$ cat src/rtl/usb_tx_if.sv
// Byte handshake between the TX packet controller (master) and the USB TX encoder (slave).
interface usb_tx_if;
    logic       tx_start;
    logic [7:0] tx_data;
    logic       tx_last;
    logic       tx_valid;
    logic       tx_ready;
    logic       tx_busy;
    logic       tx_err;

    modport master (
        output tx_start, tx_data, tx_last, tx_valid,
        input  tx_ready, tx_busy, tx_err
    );

    modport slave (
        input  tx_start, tx_data, tx_last, tx_valid,
        output tx_ready, tx_busy, tx_err
    );
endinterface

$ cat src/rtl/usb_tx_encoder.sv
// USB full-speed transmit path: bit timer, serializer, bit stuffer and NRZI line encoder.
// Sends SYNC, the caller's bytes LSB-first, then SE0/SE0/J end-of-packet.
module usb_tx_encoder #(
    parameter int unsigned CLKS_PER_BIT = 8,
    parameter logic [7:0]  SYNC_BYTE    = 8'h80
) (
    input  logic    clk,
    input  logic    rst,
    usb_tx_if.slave tx,
    output logic    dplus,
    output logic    dminus
);
    localparam int unsigned         TimerW   = $clog2(CLKS_PER_BIT);
    localparam logic [TimerW-1:0]   TimerMax = TimerW'(CLKS_PER_BIT - 1);

    typedef enum logic [2:0] {StIdle, StSync, StData, StEopSe0, StEopJ} state_e;

    state_e            state_q, state_d;
    logic [TimerW-1:0] timer_q, timer_d;
    logic [2:0]        bit_idx_q, bit_idx_d;
    logic [7:0]        shift_q, shift_d;
    logic              cur_last_q, cur_last_d;
    logic [7:0]        buf_data_q, buf_data_d;
    logic              buf_last_q, buf_last_d;
    logic              buf_full_q, buf_full_d;
    logic [2:0]        ones_cnt_q, ones_cnt_d;
    logic              dplus_q, dplus_d;
    logic              dminus_q, dminus_d;
    logic              err_q, err_d;

    logic       ready;
    logic       accept;
    logic       bit_wrap;
    logic       send_en;
    logic       send_bit;
    logic [2:0] next_idx;

    assign ready    = ~buf_full_q & ((state_q == StSync) | (state_q == StData));
    assign accept   = tx.tx_valid & ready;
    assign bit_wrap = (timer_q == TimerMax);
    assign next_idx = bit_idx_q + 3'd1;

    assign tx.tx_ready = ready;
    assign tx.tx_busy  = (state_q != StIdle);
    assign tx.tx_err   = err_q;
    assign dplus       = dplus_q;
    assign dminus      = dminus_q;

    always_comb begin
        state_d    = state_q;
        timer_d    = (state_q == StIdle || bit_wrap) ? '0 : timer_q + 1'b1;
        bit_idx_d  = bit_idx_q;
        shift_d    = shift_q;
        cur_last_d = cur_last_q;
        buf_data_d = buf_data_q;
        buf_last_d = buf_last_q;
        buf_full_d = buf_full_q;
        ones_cnt_d = ones_cnt_q;
        dplus_d    = dplus_q;
        dminus_d   = dminus_q;
        err_d      = 1'b0;
        send_en    = 1'b0;
        send_bit   = 1'b0;

        if (accept) begin
            buf_data_d = tx.tx_data;
            buf_last_d = tx.tx_last;
            buf_full_d = 1'b1;
        end

        unique case (state_q)
            StIdle: begin
                dplus_d  = 1'b1;
                dminus_d = 1'b0;
                if (tx.tx_start) begin
                    state_d    = StSync;
                    shift_d    = SYNC_BYTE;
                    bit_idx_d  = 3'd0;
                    cur_last_d = 1'b0;
                    send_en    = 1'b1;
                    send_bit   = SYNC_BYTE[0];
                end
            end
            StSync, StData: begin
                if (bit_wrap) begin
                    if (ones_cnt_q == 3'd6) begin
                        // Stuffed zero: bit index holds so the data bit is not lost.
                        send_en  = 1'b1;
                        send_bit = 1'b0;
                    end else if (bit_idx_q != 3'd7) begin
                        bit_idx_d = next_idx;
                        send_en   = 1'b1;
                        send_bit  = shift_q[next_idx];
                    end else if (cur_last_q) begin
                        state_d    = StEopSe0;
                        bit_idx_d  = 3'd0;
                        ones_cnt_d = 3'd0;
                        dplus_d    = 1'b0;
                        dminus_d   = 1'b0;
                    end else if (buf_full_q) begin
                        state_d    = StData;
                        shift_d    = buf_data_q;
                        cur_last_d = buf_last_q;
                        buf_full_d = 1'b0;
                        bit_idx_d  = 3'd0;
                        send_en    = 1'b1;
                        send_bit   = buf_data_q[0];
                    end else if (accept) begin
                        // Byte arriving on the boundary cycle bypasses the holding buffer.
                        state_d    = StData;
                        shift_d    = tx.tx_data;
                        cur_last_d = tx.tx_last;
                        buf_full_d = 1'b0;
                        bit_idx_d  = 3'd0;
                        send_en    = 1'b1;
                        send_bit   = tx.tx_data[0];
                    end else begin
                        state_d    = StEopSe0;
                        err_d      = 1'b1;
                        bit_idx_d  = 3'd0;
                        ones_cnt_d = 3'd0;
                        dplus_d    = 1'b0;
                        dminus_d   = 1'b0;
                    end
                end
            end
            StEopSe0: begin
                if (bit_wrap) begin
                    if (bit_idx_q == 3'd1) begin
                        state_d  = StEopJ;
                        dplus_d  = 1'b1;
                        dminus_d = 1'b0;
                    end else begin
                        bit_idx_d = next_idx;
                    end
                end
            end
            StEopJ: begin
                if (bit_wrap) begin
                    state_d = StIdle;
                end
            end
            default: state_d = StIdle;
        endcase

        // NRZI: a zero toggles J<->K, a one holds the line.
        if (send_en) begin
            if (!send_bit) begin
                dplus_d  = ~dplus_q;
                dminus_d = ~dminus_q;
            end
            ones_cnt_d = send_bit ? ones_cnt_q + 3'd1 : 3'd0;
        end
    end

    always_ff @(posedge clk) begin
        if (rst) begin
            state_q    <= StIdle;
            timer_q    <= '0;
            bit_idx_q  <= 3'd0;
            shift_q    <= 8'h00;
            cur_last_q <= 1'b0;
            buf_data_q <= 8'h00;
            buf_last_q <= 1'b0;
            buf_full_q <= 1'b0;
            ones_cnt_q <= 3'd0;
            dplus_q    <= 1'b1;
            dminus_q   <= 1'b0;
            err_q      <= 1'b0;
        end else begin
            state_q    <= state_d;
            timer_q    <= timer_d;
            bit_idx_q  <= bit_idx_d;
            shift_q    <= shift_d;
            cur_last_q <= cur_last_d;
            buf_data_q <= buf_data_d;
            buf_last_q <= buf_last_d;
            buf_full_q <= buf_full_d;
            ones_cnt_q <= ones_cnt_d;
            dplus_q    <= dplus_d;
            dminus_q   <= dminus_d;
            err_q      <= err_d;
        end
    end
endmodule

$ cat src/flat_wrapper.sv
// flat-port wrapper written by rule: the top's interface ports become plain ports
module usb_tx_encoder_flat 
#(
    parameter int unsigned CLKS_PER_BIT = 8,
    parameter logic [7:0]  SYNC_BYTE    = 8'h80
)
  (clk, rst, dplus, dminus, tx_tx_start, tx_tx_data, tx_tx_last, tx_tx_valid, tx_tx_ready, tx_tx_busy, tx_tx_err);
  usb_tx_if tx_i ();
  input  logic clk;
  input  logic rst;
  output logic dplus;
  output logic dminus;
  input wire logic [$bits(tx_i.tx_start)-1:0] tx_tx_start;
  input wire logic [$bits(tx_i.tx_data)-1:0] tx_tx_data;
  input wire logic [$bits(tx_i.tx_last)-1:0] tx_tx_last;
  input wire logic [$bits(tx_i.tx_valid)-1:0] tx_tx_valid;
  output wire logic [$bits(tx_i.tx_ready)-1:0] tx_tx_ready;
  output wire logic [$bits(tx_i.tx_busy)-1:0] tx_tx_busy;
  output wire logic [$bits(tx_i.tx_err)-1:0] tx_tx_err;
  assign tx_i.tx_start = tx_tx_start;
  assign tx_i.tx_data = tx_tx_data;
  assign tx_i.tx_last = tx_tx_last;
  assign tx_i.tx_valid = tx_tx_valid;
  assign tx_tx_ready = tx_i.tx_ready;
  assign tx_tx_busy = tx_i.tx_busy;
  assign tx_tx_err = tx_i.tx_err;
  usb_tx_encoder #(.CLKS_PER_BIT(CLKS_PER_BIT), .SYNC_BYTE(SYNC_BYTE)) u_core (.clk(clk), .rst(rst), .tx(tx_i), .dplus(dplus), .dminus(dminus));
endmodule
$ cat config.mk
export PLATFORM = sky130hd
export DESIGN_NAME = usb_tx_encoder_flat
export DESIGN_NICKNAME = d
export VERILOG_FILES = /design/src/rtl/usb_tx_if.sv /design/src/rtl/usb_tx_encoder.sv /design/src/flat_wrapper.sv
export SDC_FILE = /design/constraint.sdc
export NUM_CORES = 1
export LEC_CHECK = 0
export ABC_AREA = 1
export ABC_CLOCK_PERIOD_IN_PS = 2500
export BUFFER_PORTS_ARGS = -buffer_cell sky130_fd_sc_hd__buf_2
export CAP_MARGIN = 20
export CORE_MARGIN = 2
export CORE_UTILIZATION = 29
export DETAILED_ROUTE_END_ITERATION = 7
export PLACE_DENSITY = 0.5
export SLEW_MARGIN = 20
export SYNTH_ARGS = -nofsm -noshare
export SYNTH_HDL_FRONTEND = slang
export SYNTH_SLANG_ARGS = --single-unit
export TNS_END_PERCENT = 50
$ cat constraint.sdc
create_clock -name clk -period 2.5 [get_ports clk]
set_clock_uncertainty 0.05 [all_clocks]
set_input_delay 0.125 -clock clk [delete_from_list [all_inputs] [get_ports clk]]
set_output_delay 0.125 -clock clk [all_outputs]
set_load 0.03 [all_outputs]
* Word level (Yosys, flattened, before mapping)
Index checks and enable logic that the tools add are counted.
Storage, ports and cells: logic and storage cells 152, input bits 13, flip-flop bits (word level) 34
Operators by class: equal/unequal tests 22, reduce and logical (&&, ||, !) cells 15, bitwise gates (word level) 8, mux-type cells 91, order comparisons 1, add/subtract/negate cells 3
Operators with widths (count):
- 3-bit two-way mux | 24
- 8-bit two-way mux | 7
- 1-bit two-way mux | 52
- 8-bit case mux with 2 select lines | 1
- 7-bit AND reduction | 2
- 2-bit by 1-bit != test with 1-bit output, second input constant | 6
- 3-bit case mux with 4 select lines | 1
- 6-bit AND reduction | 2
- 2-bit != test, second input constant | 5
- 3-bit by 1-bit adder with 3-bit output, second input constant | 3
- 3-bit equality test, second input constant | 3
- 3-bit case mux with 3 select lines | 1
- 7-bit OR reduction | 1
- 3-bit by 1-bit equality test with 1-bit output, second input constant | 2
- 3-bit by 2-bit equality test with 1-bit output, second input constant | 2
- 3-bit by 2-bit != test with 1-bit output, second input constant | 2
- 1-bit case mux with 3 select lines | 2
- 2-bit nonzero test | 3
- 3-bit nonzero test | 2
- 1-bit inverter | 5
- 5-bit AND reduction | 1
- 3-bit by 4-bit < comparator with 1-bit output, second input constant | 1
- 1-bit case mux with 2 select lines | 2
- 2-bit OR reduction | 2
- 7 further kinds | 8

* Longest topological paths before layout
Gate-level depths: netlist of the first run.
word-level depth 13, mapped depth 12, mapped depth without buffers 12

* Least setup slack after synthesis of the first run
OpenSTA, ideal clock, no wires.
path type register to register, from register u_core.bit_idx_q[0], to register u_core.shift_q[2], stages on the path, launching flop included 11, arrival time 1.629 ns, required time 2.381 ns, path buffers 0, path slack 0.752 ns, setup time 0.069 ns, path through dfxtp_1 -> ha_1 -> ha_1 -> inv_2 -> o21ai_2 -> nand2_2 -> nor3_4 -> nand2_4 -> clkinv_4 -> nand3_2 -> a21oi_2
On the way: cells in the longest elaborated chain, start to end 3
Ends and longest elaborated chain:
- start: declaration | RTL line usb_tx_encoder.sv:20 | logic [2:0] bit_idx_q, bit_idx_d;
- start signal: assignment | RTL line usb_tx_encoder.sv:173 | bit_idx_q <= bit_idx_d;
- 3-bit != test | RTL line usb_tx_encoder.sv:90 | end else if (bit_idx_q != 3'd7) begin
- 2-bit != test (no line)
- 7-bit AND reduction (no line)
- end signal: assignment | RTL line usb_tx_encoder.sv:174 | shift_q <= shift_d;
- end: declaration | RTL line usb_tx_encoder.sv:21 | logic [7:0] shift_q, shift_d;
No other way between the ends. A chain may end at the register's enable or synchronous reset.

* Worst setup path after layout of the first run
from register u_core.bit_idx_q[0], to register u_core.shift_q[5]
The elaborated chain is that of the path after synthesis.

==> results of run 1 <==
## cell type report
cell class / instances / area share
clock buffers: 7 / 0.03578
flip-flops and latches: 34 / 0.3191
multi-input cells: 179 / 0.4809
repair buffers: 18 / 0.04340
well taps: 77 / 0.04516
clock inverters: 1 / 0.01408
inverters: 33 / 0.06158
## cells in the mapped netlist (all sizes together)
library cell	count	area (um2)
buf	4	22.52
xor2	1	8.760
inv	32	122.6
nor3b	1	7.510
nand2	55	234.0
nand4	2	12.51
nor3	4	31.28
nor2	27	125.1
dfxtp	34	680.7
or2	1	6.260
clkbuf	4	15.01
a211oi	3	22.52
nand3	23	165.2
a21oi	35	205.2
ha	7	87.58
o21ai	18	93.84
o211ai	1	7.510
o21bai	1	18.77
clkinv	1	8.760
## power by group through the flow
stage          Clock, mW  Sequential [mW]  Combinational (mW)
4_1_cts            0.520            0.744                1.05
6_report           0.500            0.743                1.04
3_3_place_gp           0            0.755                1.05
2_1_floorplan          0            0.760               0.818
3_5_place_dp           0            0.756                1.05
5_1_grt            0.537            0.759                1.18
## logic make-up after synthesis
family                   Yosys count  share of synthesized area
AND/OR/NAND/NOR                  113                     0.3102
XOR/XNOR                           1                   0.004671
buffers and inverters             41                    0.09006
flip-flops                        34                     0.3629
adder cells (fa/ha/maj)            7                    0.04670
AO/OA/AOI/OAI                     58                     0.1855
## flip-flops by register name (all words and copies together) (netlist names)
register and flops:
u_core.bit_idx_q 3, u_core.buf_data_q 8, u_core.buf_full_q 1, u_core.buf_last_q 1, u_core.cur_last_q 1, u_core.dminus 1, u_core.dplus 1, u_core.ones_cnt_q 3
u_core.shift_q 8, u_core.state_q 3, u_core.timer_q 3, u_core.tx.tx_err 1
## metrics by stage
stage	total power [mW]	util	hold WS, ns	instance area, um2	worst slack (ns)
floorplan	1.578	-	0.2413	1876	0.7523
global placement	1.806	0.3210	0.3627	2027	0.6228
detailed placement	1.802	0.3210	0.3634	2027	0.5662
CTS	2.314	0.3379	0.06507	2133	0.5407
global route	2.477	0.3379	0.09559	2133	0.3387
finish	2.280	0.3379	0.07201	2133	0.5418
## critical path, cell delays in order, from the launching register on
cell	delay [ns]
sky130_fd_sc_hd__dfxtp_1	0.43
sky130_fd_sc_hd__ha_1	0.19
sky130_fd_sc_hd__ha_1	0.28
sky130_fd_sc_hd__inv_2	0.09
sky130_fd_sc_hd__o21ai_2	0.17
sky130_fd_sc_hd__nand2_2	0.08
sky130_fd_sc_hd__nor3_4	0.16
sky130_fd_sc_hd__nand2_4	0.11
sky130_fd_sc_hd__clkinv_4	0.12
sky130_fd_sc_hd__nand3_2	0.07
sky130_fd_sc_hd__a21oi_2	0.12
## layer usage
metal	track usage	wire length, um	vias to the layer above
met5	0	0	-
met2	0.1934	1847	26
li1	-	-	867
met4	0.06349	124	0
met3	0.03245	142	11
met1	0.1683	2074	755
## cell usage in the layout (no fill, tap or decap), drive strengths merged
cell	count
bufinv	1
nand2	55
or2	1
nor3	4
dfxtp	34
o211ai	1
ha	7
nand4	2
o21ai	18
nor2	27
o21bai	1
nand3	23
buf	18
xor2	1
inv	32
clkinv	1
nor3b	1
a21oi	35
a211oi	3
clkbuf	7
## how the worst max path moves through the flow
stage	cells past startpoint	endpoint	slack (ns)
4_1_cts	10	u_core.shift_q[5]	0.54
6_report	10	u_core.shift_q[5]	0.54
2_1_floorplan	10	u_core.shift_q[2]	0.75
3_3_place_gp	10	u_core.shift_q[1]	0.62
3_5_place_dp	10	u_core.shift_q[7]	0.57
5_1_grt	10	u_core.shift_q[5]	0.34
==> results.yml, run 1 <==
status:
  status: "finished clean"
worst_setup_path:
  criticalPathCategory: "register to register"
  path_max_fanout: 10
  timing.reg2reg.worst_path_depth: 10
  crit_path_start_kind: "register"
  worst-r2r-setup-slack_ns: 0.54
  critical_path.startpoint: "u_core.bit_idx_q[0]"
  rr_endpoint: "u_core.shift_q[5]"
  data_required_time_of_the_critical_path_ns: 2.67
  critical_path_endpoint_category: "register"
  worstPathArrival_ns: 2.13
  regToRegStartpoint: "u_core.bit_idx_q[0]"
detailed_routing:
  detail_route.wirelength_um: 4189
  drc: 0
  ant_nets: 0
  vias_per_cell: 4.754
  route.vias.total: 1659
  drt_iter0_drc: 89
  routed_wire_length_per_instance_um: 12.00
  drt-pass1-iter-count: 4
pwr:
  switching_power_share_of_the_total: 0.4311
  pwr-share-clk: 0.219
  cellLeakagePower_nw: 0.8729
  net-switching-power_uw: 983.0
  p_comb_frac: 0.455
  power.sequential.fraction: 0.326
  power.density_cell_area_mw_per_mm2: 1069
  ir_drop_mv: 0.4883
  internal_power_mw: 1.297
clock_network:
  cts_hold_buf: 0
  numCtsBuffers: 5
  post-cts-setup-buffer-count: 0
  post_cts.resized_instances: 0
  cts.reportedPaths.clkPinSlew_ns: 0.07
  htree_levels: 2
  cts-root-to-sink-buffers: 2
  ctsRootBufferMaster: "sky130_fd_sc_hd__clkbuf_8"
  num_clock_sinks: 34
  tritoncts: "done"
  clk_latency_worst_skew_pair_ns: 0.29
placed_design:
  place.detailed.hpwl_um: 3090
  placed_cells: 341
  place_congestion: 0.8245
  placement.io_buffers: 17
global_routing:
  number_of_global_route_vias_before_repair: 1584
  gr-total-overflow: 0
  gr-usage-all-layers: 0.1275
  antenna_found_initial: 0
  grt_max_degree: 18
  grt_first_pass_wirelength_um: 7231
finish:
  multi_input_comb_area_mm2: 0.001026
  total_of_fill_cells_in_the_finished_design: 694
  drive_gt1_frac: 0.2132
  synthToLayoutAreaGrowth_pct: 13.74
  final-seq-area_um2: 680.7
  number_of_nets_at_the_end_of_the_flow: 291
  final-instance-count-excl-fill: 349
  antenna_cells: 0
synthesis:
  postSynthNetCount: 274
  netlist_instances: 254
  netlist_area_mm2: 0.001876
  post_synth_num_cell_types: 32
  synth.avg_cell_area_um2: 7.384
  synth-warning-count: 0
  ys_seq_area_frac: 0.3629
  postSynthRegisterBits: 34
timing:
  final_max_slew_viol_count: 0
  final-setup-viol-count: 0
  rsz_0062_raised_after_global_routing: "no"
  max_slew.worst_pin.slew_ns: 0.5570
  minimum_clock_period_ns: 1.958
  final_min_period_over_clock_period: 0.7833
  timing.max_slew.rel_slack: 0.6283
  final_hold_viol_count: 0
  max_clock_freq_mhz: 510.7
  timing.setup.tns_ns: 0
die:
  rows: 29
  die_width_um: 84.42
  die_area_mm2: 0.007127
  core_area_mm2: 0.006314
  initial_utilization: 0.2971
  die_h_um: 84.42
  ioPinCount: 18
min_path:
  min_delay_worst_endpoint: "u_core.buf_data_q[1]"
  timing.hold.worst.class: "primary input to register"
  hp-start: "tx_tx_data[1]"
  worst_hold_path.num_cells: 3
job:
  maxCapViolations: 0
No activity file was read; power rests on OpenSTA's default activity.
==> run 2, diff against run 1 <==
--- a/config.mk
+++ b/config.mk
@@ -6,13 +6,13 @@
 export NUM_CORES = 1
 export LEC_CHECK = 0
 export ABC_AREA = 1
-export ABC_CLOCK_PERIOD_IN_PS = 2500
+export ABC_CLOCK_PERIOD_IN_PS = 1700
 export BUFFER_PORTS_ARGS = -buffer_cell sky130_fd_sc_hd__buf_2
 export CAP_MARGIN = 20
 export CORE_MARGIN = 2
 export CORE_UTILIZATION = 29
 export DETAILED_ROUTE_END_ITERATION = 7
-export PLACE_DENSITY = 0.5
+export PLACE_DENSITY = 0.51
 export SLEW_MARGIN = 20
 export SYNTH_ARGS = -nofsm -noshare
 export SYNTH_HDL_FRONTEND = slang
==> constraint.sdc (replaced) <==
create_clock -name clk -period 1.7 [get_ports clk]
set_clock_uncertainty 0.05 [all_clocks]
set_input_delay 0.085 -clock clk [delete_from_list [all_inputs] [get_ports clk]]
set_output_delay 0.085 -clock clk [all_outputs]
set_load 0.03 [all_outputs]
==> run 2 against run 1 <==
Largest cell class unchanged. Largest power group unchanged. Flip-flop and latch count unchanged. Combinational power increased by 83%. Utilization increased by 5.5 points.
==> results.yml, run 2 (synthesis results as in run 1) <==
die:
  die_h_um: 84.42
  core_area_mm2: 0.006314
  ioPinCount: 18
  die_width_um: 84.42
  rows: 29
  initial_utilization: 0.2971
  die_area_mm2: 0.007127
placed_design:
  placement.io_buffers: 17
  place_congestion: 0.8480
  place_area_mm2: 0.002136
  place.detailed.hpwl_um: 3171
worst_setup_path:
  path_max_fanout: 5
  cp_cell_sequence: "inv_1, ha_1, inv_2, nand3_1, nand3_1, nand3_2, nand3_4, or2_1, a21oi_1"
  critical_path_endpoint_category: "register"
  critical-path-slowest-cell: "sky130_fd_sc_hd__dfxtp_2"
  worstPathArrival_ns: 1.84
  data_required_time_of_the_critical_path_ns: 1.88
  worst-r2r-setup-slack_ns: 0.03
  cp_slowest_stage_delay_ns: 0.35
  criticalPathCategory: "register to register"
  regToRegStartpoint: "u_core.bit_idx_q[1]"
  most_common_cell_type_on_the_critical_path: "sky130_fd_sc_hd__nand3_1"
  crit_path_start_kind: "register"
  critical_path.startpoint: "u_core.bit_idx_q[1]"
clock_network:
  htree_levels: 2
  num_clock_sinks: 34
  cts-root-to-sink-buffers: 2
  ctsRootBufferMaster: "sky130_fd_sc_hd__clkbuf_8"
  tritoncts: "done"
  clk_latency_worst_skew_pair_ns: 0.29
  cts.reportedPaths.clkPinSlew_ns: 0.08
  numCtsBuffers: 5
global_routing:
  grt_max_degree: 18
  gr-total-overflow: 0
  routing_usage_on_met2: 0.2027
  global_route_met1_usage: 0.1736
  gr-usage-all-layers: 0.1334
  global_route.peak_usage_layer: "met2"
  number_of_global_route_vias_before_repair: 1609
  grt_first_pass_wirelength_um: 7590
  globalRouteMet3Util: 0.03638
  antenna_found_initial: 0
finish:
  biggestRegsByFlops: "u_core.buf_data_q x8, u_core.shift_q x8"
  synthToLayoutAreaGrowth_pct: 32.22
  drive_gt1_frac: 0.3844
  total_of_fill_cells_in_the_finished_design: 655
  finalCoreUtilization: 0.3928
  antenna_cells: 0
  fin_area_mm2: 0.002480
  commonest_non_fill_non_tap_cells_in_the_layout: "sky130_fd_sc_hd__nand2_1, sky130_fd_sc_hd__dfxtp_1, sky130_fd_sc_hd__a21oi_1, sky130_fd_sc_hd__inv_1, sky130_fd_sc_hd__buf_4"
  number_of_nets_at_the_end_of_the_flow: 313
  final_common_cell: "sky130_fd_sc_hd__nand2_1"
timing:
  max_slew.worst_pin.slew_ns: 0.8124
  final_min_period_over_clock_period: 0.9800
  rsz_0062_raised_after_global_routing: "yes"
  final-setup-viol-count: 0
  final_max_slew_viol_count: 0
  timing.setup.tns_ns: 0
  minimum_clock_period_ns: 1.666
  timing.max_slew.rel_slack: 0.4527
  timing.hold.ws_ns: 0.02679
  final_hold_viol_count: 0
  max_clock_freq_mhz: 600.3
pwr:
  cellLeakagePower_nw: 1.008
  power.density_cell_area_mw_per_mm2: 1606
  ir_drop_mv: 0.7675
job:
  maxCapViolations: 0
detailed_routing:
  detail_route.wirelength_um: 4517
  route.vias.total: 1710
  drt-pass1-iter-count: 4
  ant_nets: 0
  drt_iter0_drc: 71
  routed_wire_length_per_instance_um: 12.18
  drc: 0
  vias_per_cell: 4.609
min_path:
  hp-start: "tx_tx_data[1]"
  timing.hold.worst.class: "primary input to register"
status:
  status: "finished clean"
## run 2: changes by cell type in the layout (fill, tap and decap cells not counted), moves of 3 or more
| cell | before | now |
|---|---|---|
| sky130_fd_sc_hd__inv_1 | 28 | 25 |
| sky130_fd_sc_hd__nand2_1 | 48 | 41 |
| sky130_fd_sc_hd__dfxtp_1 | 34 | 28 |
| sky130_fd_sc_hd__ha_1 | 7 | 2 |
| sky130_fd_sc_hd__buf_4 | 1 | 22 |
| sky130_fd_sc_hd__ha_4 | 0 | 4 |
| sky130_fd_sc_hd__nand2_2 | 5 | 12 |
| sky130_fd_sc_hd__inv_2 | 3 | 6 |
| sky130_fd_sc_hd__dfxtp_2 | 0 | 5 |
| sky130_fd_sc_hd__o21ai_2 | 1 | 4 |
## run 2: repair_timing
item	CTS	global route
cloned	1	0
pin swaps	3	10
buffers inserted	4	3
hold buffers	0	0
gates resized for setup	15	23
endpoints found under the setup margin	6	27
## run 2: where the power goes
part / switching, mW / internal, mW / leakage (nW) / total [mW]
Combinational: 1.20 / 0.708 / 0.656 / 1.90
Clock: 0.320 / 0.626 / 0.0714 / 0.946
Sequential: 0.133 / 0.998 / 0.280 / 1.13
## run 2: critical path: cells and delay by family, from the launching register on
| kind | cells | cell delay, ns |
|---|---|---|
| simple gates | 5 | 0.63 |
| flops | 1 | 0.35 |
| fa+ha+maj | 1 | 0.34 |
| buf+inv | 2 | 0.11 |
| compound gates | 1 | 0.11 |
## run 2: layout make-up
| class | count | area, um2 | share of cell area |
|---|---|---|---|
| timing repair buffer | 39 | 250.2 | 0.1009 |
| tap | 77 | 96.34 | 0.03885 |
| clock inverter | 2 | 60.06 | 0.02422 |
| multi-input combinational | 179 | 1152 | 0.4647 |
| timing repair inverter | 1 | 8.758 | 0.003532 |
| inverter | 33 | 138.9 | 0.05600 |
| sequential | 34 | 690.7 | 0.2785 |
| clock buffer | 6 | 82.58 | 0.03330 |
## run 2: metal layers
layer | vias up | part of all wire | wire length, um
met5 | - | 0 | 0
met4 | 0 | 0.036 | 161
met3 | 9 | 0.036 | 162
met2 | 32 | 0.44 | 1969
met1 | 756 | 0.49 | 2224
li1 | 913 | - | -
## run 2: final timing paths
kind | end | cells after the start
hold reg to reg | u_core.timer_q[0] | 1
setup / recovery | u_core.ones_cnt_q[1] | 9
setup reg to reg | u_core.ones_cnt_q[1] | 9
hold / removal | u_core.buf_data_q[1] | 3
## run 2: through the flow
stage / setup slack, ns / total power [mW] / std cells
floorplan: 0.04513 / 2.325 / 254
global placement: 0.01945 / 2.767 / 355
detailed placement: -0.02486 / 2.767 / 355
CTS: -0.002218 / 3.859 / 368
global route: -0.08119 / 4.277 / 371
finish: 0.03403 / 3.982 / 371
